### config.mk
export PLATFORM = sky130hd
export DESIGN_NAME = decode_stage
export DESIGN_NICKNAME = d
export VERILOG_FILES = /design/src/rtl/decode_stage_pkg.sv /design/src/rtl/decode_stage_format.sv /design/src/rtl/decode_stage.sv
export SDC_FILE = /design/constraint.sdc
export NUM_CORES = 1
export LEC_CHECK = 0
export CAP_MARGIN = 30
export CELL_PAD_IN_SITES_DETAIL_PLACEMENT = 0
export CELL_PAD_IN_SITES_GLOBAL_PLACEMENT = 1
export CORE_MARGIN = 1
export CORE_UTILIZATION = 38
export CTS_BUF_LIST = sky130_fd_sc_hd__clkbuf_4 sky130_fd_sc_hd__clkbuf_8
export CTS_CLUSTER_SIZE = 25
export DETAILED_ROUTE_END_ITERATION = 6
export PLACE_DENSITY_LB_ADDON = 0.25
export SLEW_MARGIN = 40
export SYNTH_ARGS = -nofsm -noshare
export SYNTH_HDL_FRONTEND = slang
export SYNTH_SLANG_ARGS = --single-unit
### constraint.sdc
create_clock -name i_clk -period 8.55 [get_ports i_clk]
set_input_delay 1.2825 -clock i_clk [delete_from_list [all_inputs] [get_ports i_clk]]
set_output_delay 1.2825 -clock i_clk [all_outputs]
set_load 0.1 [all_outputs]
### src/rtl/decode_stage_pkg.sv
// Shared definitions for the decode stage: RV64I opcodes, one-hot format bit
// positions, buffer occupancy states and the per-entry decode result.
package decode_stage_pkg;

    localparam logic [6:0] OPC_LUI      = 7'b0110111;
    localparam logic [6:0] OPC_AUIPC    = 7'b0010111;
    localparam logic [6:0] OPC_JAL      = 7'b1101111;
    localparam logic [6:0] OPC_JALR     = 7'b1100111;
    localparam logic [6:0] OPC_BRANCH   = 7'b1100011;
    localparam logic [6:0] OPC_LOAD     = 7'b0000011;
    localparam logic [6:0] OPC_STORE    = 7'b0100011;
    localparam logic [6:0] OPC_OP_IMM   = 7'b0010011;
    localparam logic [6:0] OPC_OP_IMM32 = 7'b0011011;
    localparam logic [6:0] OPC_OP       = 7'b0110011;
    localparam logic [6:0] OPC_OP32     = 7'b0111011;
    localparam logic [6:0] OPC_MISC_MEM = 7'b0001111;
    localparam logic [6:0] OPC_SYSTEM   = 7'b1110011;

    localparam int FMT_R = 5;
    localparam int FMT_I = 4;
    localparam int FMT_S = 3;
    localparam int FMT_B = 2;
    localparam int FMT_U = 1;
    localparam int FMT_J = 0;

    typedef enum logic [1:0] {
        EMPTY = 2'd0,
        ONE   = 2'd1,
        FULL  = 2'd2
    } state_t;

    typedef struct packed {
        logic [5:0] fmt;
        logic       illegal;
    } dec_t;

    function automatic logic [5:0] fmt_onehot(input int idx);
        logic [5:0] v;
        v      = '0;
        v[idx] = 1'b1;
        return v;
    endfunction

endpackage

### src/rtl/decode_stage_format.sv
// Purpose: classify a 32-bit RV64I word into one-hot [r,i,s,b,u,j] or flag it illegal.
// Latency: purely combinational.
// Backpressure: none; no state.
module inst_format_decoder
    import decode_stage_pkg::*;
(
    input  logic [31:0] i_inst,
    output logic [5:0]  o_type,
    output logic        o_illegal
);

    logic [6:0] opcode;
    logic [2:0] funct3;
    logic       unused_bits;

    assign opcode      = i_inst[6:0];
    assign funct3      = i_inst[14:12];
    assign unused_bits = ^{i_inst[31:15], i_inst[11:7]};

    always_comb begin
        o_type    = '0;
        o_illegal = 1'b0;
        case (opcode)
            OPC_LUI, OPC_AUIPC: o_type = fmt_onehot(FMT_U);
            OPC_JAL:            o_type = fmt_onehot(FMT_J);
            OPC_JALR: begin
                if (funct3 == 3'b000) o_type    = fmt_onehot(FMT_I);
                else                  o_illegal = 1'b1;
            end
            OPC_BRANCH: begin
                // funct3 010/011 are unassigned in the branch space
                if (funct3 != 3'b010 && funct3 != 3'b011) o_type    = fmt_onehot(FMT_B);
                else                                      o_illegal = 1'b1;
            end
            OPC_LOAD, OPC_OP_IMM, OPC_OP_IMM32, OPC_MISC_MEM, OPC_SYSTEM:
                o_type = fmt_onehot(FMT_I);
            OPC_STORE: begin
                if (funct3 <= 3'b011) o_type    = fmt_onehot(FMT_S);
                else                  o_illegal = 1'b1;
            end
            OPC_OP, OPC_OP32:   o_type = fmt_onehot(FMT_R);
            default:            o_illegal = 1'b1;
        endcase
    end

endmodule

### src/rtl/decode_stage.sv
// Purpose: decode stage with 2-entry skid buffer; optional perf counters via DECODE_STAGE_PERF_EN.
// Latency: 1 cycle from input acceptance to output.
// Backpressure: o_ready registered (low only when both entries full); no path from i_ready.
module decode_stage
    import decode_stage_pkg::*;
#(
    parameter int              XLEN     = 64,
    parameter logic [XLEN-1:0] RESET_PC = '0
)(
    input  logic            i_clk,
    input  logic            i_rst,
    input  logic            i_valid,
    output logic            o_ready,
    input  logic [31:0]     i_inst,
    input  logic [XLEN-1:0] i_pc,
    input  logic            i_flush,
    output logic            o_valid,
    input  logic            i_ready,
    output logic [31:0]     o_inst,
    output logic [XLEN-1:0] o_pc,
    output logic [5:0]      o_type,
`ifdef DECODE_STAGE_PERF_EN
    output logic [31:0]     o_stall_cycles,
    output logic [15:0]     o_illegal_count,
`endif
    output logic            o_illegal
);

    state_t          state_q, state_d;
    logic [31:0]     main_inst_q, skid_inst_q;
    logic [XLEN-1:0] main_pc_q, skid_pc_q;
    dec_t            main_dec_q, skid_dec_q, in_dec;
    logic [5:0]      in_fmt;
    logic            in_illegal;
    logic            accept, out;
    logic            load_main_in, load_main_skid, load_skid;

    inst_format_decoder u_fmt (
        .i_inst    (i_inst),
        .o_type    (in_fmt),
        .o_illegal (in_illegal)
    );

    assign in_dec  = '{fmt: in_fmt, illegal: in_illegal};
    assign o_valid = (state_q != EMPTY);
    assign o_ready = (state_q != FULL);
    assign accept  = i_valid && o_ready;
    assign out     = o_valid && i_ready;

    always_comb begin
        state_d        = state_q;
        load_main_in   = 1'b0;
        load_main_skid = 1'b0;
        load_skid      = 1'b0;
        if (i_flush) begin
            state_d = EMPTY;
        end else begin
            case (state_q)
                EMPTY: if (accept) begin
                    state_d      = ONE;
                    load_main_in = 1'b1;
                end
                ONE: begin
                    if (accept && out) begin
                        load_main_in = 1'b1;
                    end else if (accept) begin
                        state_d   = FULL;
                        load_skid = 1'b1;
                    end else if (out) begin
                        state_d = EMPTY;
                    end
                end
                FULL: if (out) begin
                    state_d        = ONE;
                    load_main_skid = 1'b1;
                end
                default: state_d = EMPTY;
            endcase
        end
    end

    always_ff @(posedge i_clk or posedge i_rst) begin
        if (i_rst) state_q <= EMPTY;
        else       state_q <= state_d;
    end

    always_ff @(posedge i_clk or posedge i_rst) begin
        if (i_rst) begin
            main_inst_q <= '0;
            main_pc_q   <= RESET_PC;
            main_dec_q  <= '0;
            skid_inst_q <= '0;
            skid_pc_q   <= '0;
            skid_dec_q  <= '0;
        end else begin
            if (load_main_in) begin
                main_inst_q <= i_inst;
                main_pc_q   <= i_pc;
                main_dec_q  <= in_dec;
            end else if (load_main_skid) begin
                main_inst_q <= skid_inst_q;
                main_pc_q   <= skid_pc_q;
                main_dec_q  <= skid_dec_q;
            end
            if (load_skid) begin
                skid_inst_q <= i_inst;
                skid_pc_q   <= i_pc;
                skid_dec_q  <= in_dec;
            end
        end
    end

    assign o_inst    = main_inst_q;
    assign o_pc      = main_pc_q;
    assign o_type    = main_dec_q.fmt;
    assign o_illegal = main_dec_q.illegal;

`ifdef DECODE_STAGE_PERF_EN
    // Counters survive flush so software sees totals across redirects.
    always_ff @(posedge i_clk or posedge i_rst) begin
        if (i_rst) begin
            o_stall_cycles  <= '0;
            o_illegal_count <= '0;
        end else begin
            if (o_valid && !i_ready && o_stall_cycles != '1)
                o_stall_cycles <= o_stall_cycles + 32'd1;
            if (out && o_illegal && o_illegal_count != '1)
                o_illegal_count <= o_illegal_count + 16'd1;
        end
    end
`endif

endmodule
==> flow_metrics.tcl, run 1 <==
set metrics [dict create \
    p_int_mw 1.91 \
    synth_warnings 0 \
    start_util_pct 38.8 \
    crit_path_end_kind "register" \
    slew_violations 0 \
    synth-main-ff-cell "dfrtp_1" \
    antenna_found_initial 0 \
    die_h_um 152 \
    synth_cell_type_count 33 \
    drive_above_1_share_pct 16.0 \
    core_um2 21900 \
    grt.total_usage_pct 19.6 \
    seqPwrFrac_pct 39.9 \
    cts.path.max_buffers 3 \
    routed_wl_um 22400 \
    final_util_pct 50.3 \
    drc 0 \
    clk_latency_ns 0.51 \
    period_share_pct 40.8 \
    htree_num_levels 2 \
    crit_path_max_fanout 59 \
    syn_nets 1024 \
    hold_viol 0 \
    finalCriticalPeriod_ns 3.49 \
    cp-start-kind "input port" \
    yosysTopAreaCell "dfrtp_1" \
    firstDrtPassIters 4 \
    clkTransAtPathRegs_ns 0.06 \
    finalSetupTns_ns 0 \
    die_x_um 152 \
    max-cap-violations 0 \
    finClkSkew_ns 0.0132 \
    cts_resized 0 \
    yosysTopAreaCellShare_pct 61.2 \
    io_pins 206 \
    fp-row-count 54 \
    via_per_inst 4.89 \
    setup_viol 0 \
    crit_type "input port to register" \
    seq_area_um2 5200 \
    fill_cells 2099 \
    cts_sinks 208 \
    n_antenna_cell 0 \
    area_growth_pct 29.4 \
    place_congestion 0.726 \
    slew_headroom_pct 50.9 \
    p_sw_share_pct 40.7 \
    p_per_area_nw_per_um2 293 \
    synth_cells 923 \
    wl_per_cell_um 15.7 \
    rsz0062_at_grt "false" \
    drt_iter0_drc 278 \
    ant_nets 0 \
    power.switching_mw 1.31 \
    peakVddDrop_v 0.000146 \
    die-area_um2 23000 \
    dp_hpwl_um 13200 \
    setup_ws_ns 5.06 \
    synthArstFlopShare_pct 100 \
    vias 6943 \
    power_leakage_nw 5.70 \
    synth_seq_cells 208 \
    grt_first_pass_wirelength_um 35300 \
    numCtsBuffers 37 \
    syn_area_um2 8500 \
    status "completed" \
    postCtsSetupBuffers 0 \
    critPathArrivalTime_ns 3.85 \
    synth.avg_cell_area_um2 9.21 \
    synthTopCellsByArea "dfrtp_1 (61%), nand2_1 (21%), a22oi_1 (8.7%)" \
    portBuffers 205 \
    required_ns 8.91 \
    p_clk_share_pct 29.0 \
    max_freq_mhz 286 \
    gr-total-overflow 0 \
    tightest_slew_ns 0.737 \
    final_nets 1220 \
    cts_hold_buf 0 \
    grt_pass1_vias 6679 \
    combPwrFrac_pct 31.0 \
    multi_input_area_um2 3070 \
    hp-class "register to register" \
    cts_tree "yes" \
    grt_max_degree 134 \
    ys_seq_area_share_pct 61.2 \
    post-place-ws_ns 4.52 \
    cts_root_buf "clkbuf_8" \
    synth-edff-count 0 \
    design_power_total_mw 3.23 \
]
[Yosys cell counts (2+ instances only)]
cell type,instances
or3_1,2
buf_1,2
nor2_1,9
o21ai_0,9
a211oi_1,5
nor4bb_1,2
nand3b_1,2
nor4_1,3
nor3_1,3
dfrtp_1,208
inv_1,4
nand2_1,487
a21oi_1,3
nand2b_1,5
a221o_1,3
a22oi_1,98
nand3_1,4
buf_2,29
a31oi_1,2
clkbuf_1,25
nor2b_1,3
mux2i_1,4
[placed cells by master (no fill, tap or decap), drive strengths merged, types with 5 or more instances in the layout]
master         instances
a211oi                 5
nand2                487
clkbuf                59
a22oi                 98
nand2b                 5
clkdlybuf4s50        100
nor2                   9
dfrtp                208
buf                  114
o21ai                  9
[critical path, stage by stage]
cell and delay (ns):
clkdlybuf4s50_1 0.57, nor4bb_4 0.31, buf_4 0.53, buf_4 0.69, nor2b_1 0.10, a211oi_1 0.25, a31oi_1 0.06
[final timing paths]
check / startpoint / endpoint / slack (ns) / cells after the start
min in group asynchronous: i_rst / o_pc[38] / 1.30 / 2
setup / recovery: i_flush / o_illegal / 5.06 / 7
hold / removal: o_pc[39] / o_pc[39] / 0.46 / 2
setup reg to reg: state_q[0] / o_illegal / 5.94 / 6
max in group asynchronous: i_rst / o_pc[62] / 6.02 / 3
hold reg to reg: o_pc[39] / o_pc[39] / 0.46 / 2
[state kept, by name, indices dropped and copies added (netlist names)]
signal	flops
o_pc	64
state_q	2
o_illegal	1
skid_pc_q	64
o_type	6
skid_dec_q	7
skid_inst_q	32
o_inst	32
[cell families after synthesis]
logic type             count (synthesis)  share of synthesized area [%]
buffers and inverters                 61                           3.16
AND/OR/NAND/NOR                      525                           24.2
multiplexers                           5                          0.603
AO/OA/AOI/OAI                        124                           10.9
flip-flops                           208                           61.2
[area by class of cell]
cell class / count / share of cell area (%)
repair buffers: 214 / 14.6
well taps: 280 / 3.18
clock inverters: 2 / 0.114
flip-flops and latches: 208 / 47.3
multi-input cells: 654 / 27.9
inverters: 4 / 0.250
clock buffers: 59 / 6.70
[routing by layer]
| layer | GRT usage [%] | part of all wire (%) | routed length, um | vias to the layer above |
|---|---|---|---|---|
| li1 | - | - | - | 3414 |
| met1 | 27.2 | 47 | 10500 | 3297 |
| met2 | 30.1 | 44 | 9890 | 198 |
| met3 | 5.06 | 7.1 | 1580 | 34 |
| met4 | 5.84 | 1.9 | 423 | 0 |
| met5 | 0 | 0 | 0 | - |
[through the flow]
step                      cells  area (um^2)  hold WS, ns
after floorplan             923         8500        0.444
after global placement     1360        10800        0.454
after detailed placement   1360        10300        0.457
after CTS                  1421        11000        0.471
after global routing       1421        11000        0.488
final                      1421        11000        0.465
[power by group through the flow]
stage	combinational [mW]	sequential [mW]	clock, mW
2_1_floorplan	0.216	1.87	0
3_3_place_gp	1.07	1.30	0
3_5_place_dp	1.01	1.30	0
4_1_cts	1.01	1.29	0.967
5_1_grt	1.06	1.31	1.01
6_report	1.00	1.29	0.937
Note: power is estimated with default switching activity, not from simulation.
==> run 2, diff against run 1 <==
--- a/config.mk
+++ b/config.mk
@@ -9,7 +9,7 @@
 export CELL_PAD_IN_SITES_DETAIL_PLACEMENT = 0
 export CELL_PAD_IN_SITES_GLOBAL_PLACEMENT = 1
 export CORE_MARGIN = 1
-export CORE_UTILIZATION = 38
+export CORE_UTILIZATION = 35
 export CTS_BUF_LIST = sky130_fd_sc_hd__clkbuf_4 sky130_fd_sc_hd__clkbuf_8
 export CTS_CLUSTER_SIZE = 25
 export DETAILED_ROUTE_END_ITERATION = 6
==> constraint.sdc (replaced) <==
create_clock -name i_clk -period 2.9 [get_ports i_clk]
set_input_delay 0.435 -clock i_clk [delete_from_list [all_inputs] [get_ports i_clk]]
set_output_delay 0.435 -clock i_clk [all_outputs]
set_load 0.1 [all_outputs]
==> flow_metrics.tcl, run 2 (synthesis gave the netlist of run 1 again) <==
set metrics [dict create \
    status "completed" \
    start_util_pct 35.9 \
    hp-class "input port to asynchronous set/reset pin" \
    peakVddDrop_v 0.000469 \
    cts_hold_buf 0 \
    setup_viol 0 \
    io_pins 206 \
    design_power_total_mw 9.89 \
    hold_viol 0 \
    final_util_pct 48.9 \
    max_freq_mhz 495 \
    die_x_um 158 \
    most-common-layout-cells "nand2_1 (487), dfrtp_1 (208), buf_4 (110)" \
    crit_path_max_fanout 105 \
    firstDrtPassIters 6 \
    postCtsSetupBuffers 0 \
    dp.cells 1407 \
    stdcell_count 1475 \
    vias 6992 \
    drc 0 \
    combPwrFrac_pct 31.5 \
    finClkSkew_ns 0.0209 \
    grt.total_usage_pct 18.9 \
    grt_max_degree 106 \
    numCtsBuffers 39 \
    htree_num_levels 2 \
    finalCriticalPeriod_ns 2.02 \
    n_antenna_cell 0 \
    fp-row-count 56 \
    ant_nets 0 \
    dpl_cell_area_um2 10800 \
    final_nets 1230 \
    reg2reg_depth 5 \
    gr-total-overflow 0 \
    period_share_pct 69.6 \
    antenna_found_initial 0 \
    max-cap-violations 0 \
    p_int_mw 5.96 \
    rsz0062_at_grt "false" \
    place_congestion 0.756 \
    cts_root_buf "clkbuf_8" \
    drive_above_1_share_pct 17.1 \
    via_per_inst 4.74 \
    seqPwrFrac_pct 38.6 \
    clk_latency_ns 0.53 \
    area_growth_pct 36.3 \
    p_clk_share_pct 29.9 \
    wl_per_cell_um 15.6 \
    holdWs_ns 0.307 \
    core_um2 23700 \
    cts_tree "yes" \
    routed_wl_um 23000 \
    p_per_area_nw_per_um2 854 \
    critPathArrivalTime_ns 2.40 \
    cp-start-kind "input port" \
    drt_iter0_drc 383 \
    grt_first_pass_wirelength_um 37100 \
    cts.path.max_buffers 3 \
    final_common_cell "nand2_1" \
    power.switching_mw 3.94 \
    grt_pass1_vias 6956 \
    p_sw_share_pct 39.8 \
    required_ns 3.28 \
    dp_hpwl_um 14100 \
    slew_headroom_pct 49.2 \
    crit_type "input port to register" \
    crit_path_end_kind "register" \
    die_h_um 158 \
    die-area_um2 24900 \
    tightest_slew_ns 0.762 \
    finalInstanceArea_um2 11600 \
    slew_violations 0 \
    cts_resized 0 \
    clkTransAtPathRegs_ns 0.05 \
    cts_sinks 208 \
    portBuffers 205 \
    power_leakage_nw 5.88 \
]
run 2: critical path: stages:
cell and delay, ns:
clkdlybuf4s50_1 0.58, nor4bb_4 0.47, buf_12 0.49, nor2b_1 0.10, a211oi_1 0.24, a31oi_1 0.07
run 2: per-stage QoR:
stage,setup TNS [ns],setup WS (ns)
2_1_floorplan,-48.93,-0.235
3_3_place_gp,0,0.404
3_5_place_dp,0,0.332
4_1_cts,0,0.889
5_1_grt,0,0.743
6_report,0,0.882
run 2: final timing paths:
kind                                        to  slack (ns)           from
worst max-delay path                 o_illegal        0.88        i_flush
worst min-delay path             skid_pc_q[22]        0.31          i_rst
worst max register to register       o_illegal        0.95     state_q[0]
worst min register to register        o_pc[56]        0.47  skid_pc_q[56]
max in group asynchronous       skid_inst_q[9]        1.73          i_rst
min in group i_clk                    o_pc[56]        0.47  skid_pc_q[56]
run 2: final cells by class:
class	count	area, um^2
multi-input cells	654	3070
clock buffers	61	796
fillers	2287	12100
well taps	319	399
flip-flops and latches	208	5200
inverters	4	18.8
clock inverters	7	37.5
repair buffers	222	2070
run 2: power groups by stage:
stage,Clock [mW],Combinational (mW),Sequential (mW)
6_report,2.96,3.11,3.82
5_1_grt,3.20,3.31,3.89
4_1_cts,3.06,3.14,3.83
3_5_place_dp,0,3.14,3.87
3_3_place_gp,0,3.11,3.86
2_1_floorplan,0,0.637,5.53
run 2: per-layer routing:
metal  wire, um  GRT usage [%]  vias to the layer above
met5          0              0                        -
met1      10400           25.3                     3308
met2      10400           29.5                      217
li1           -              -                     3440
met3       1840           5.56                       27
met4        281           5.96                        0
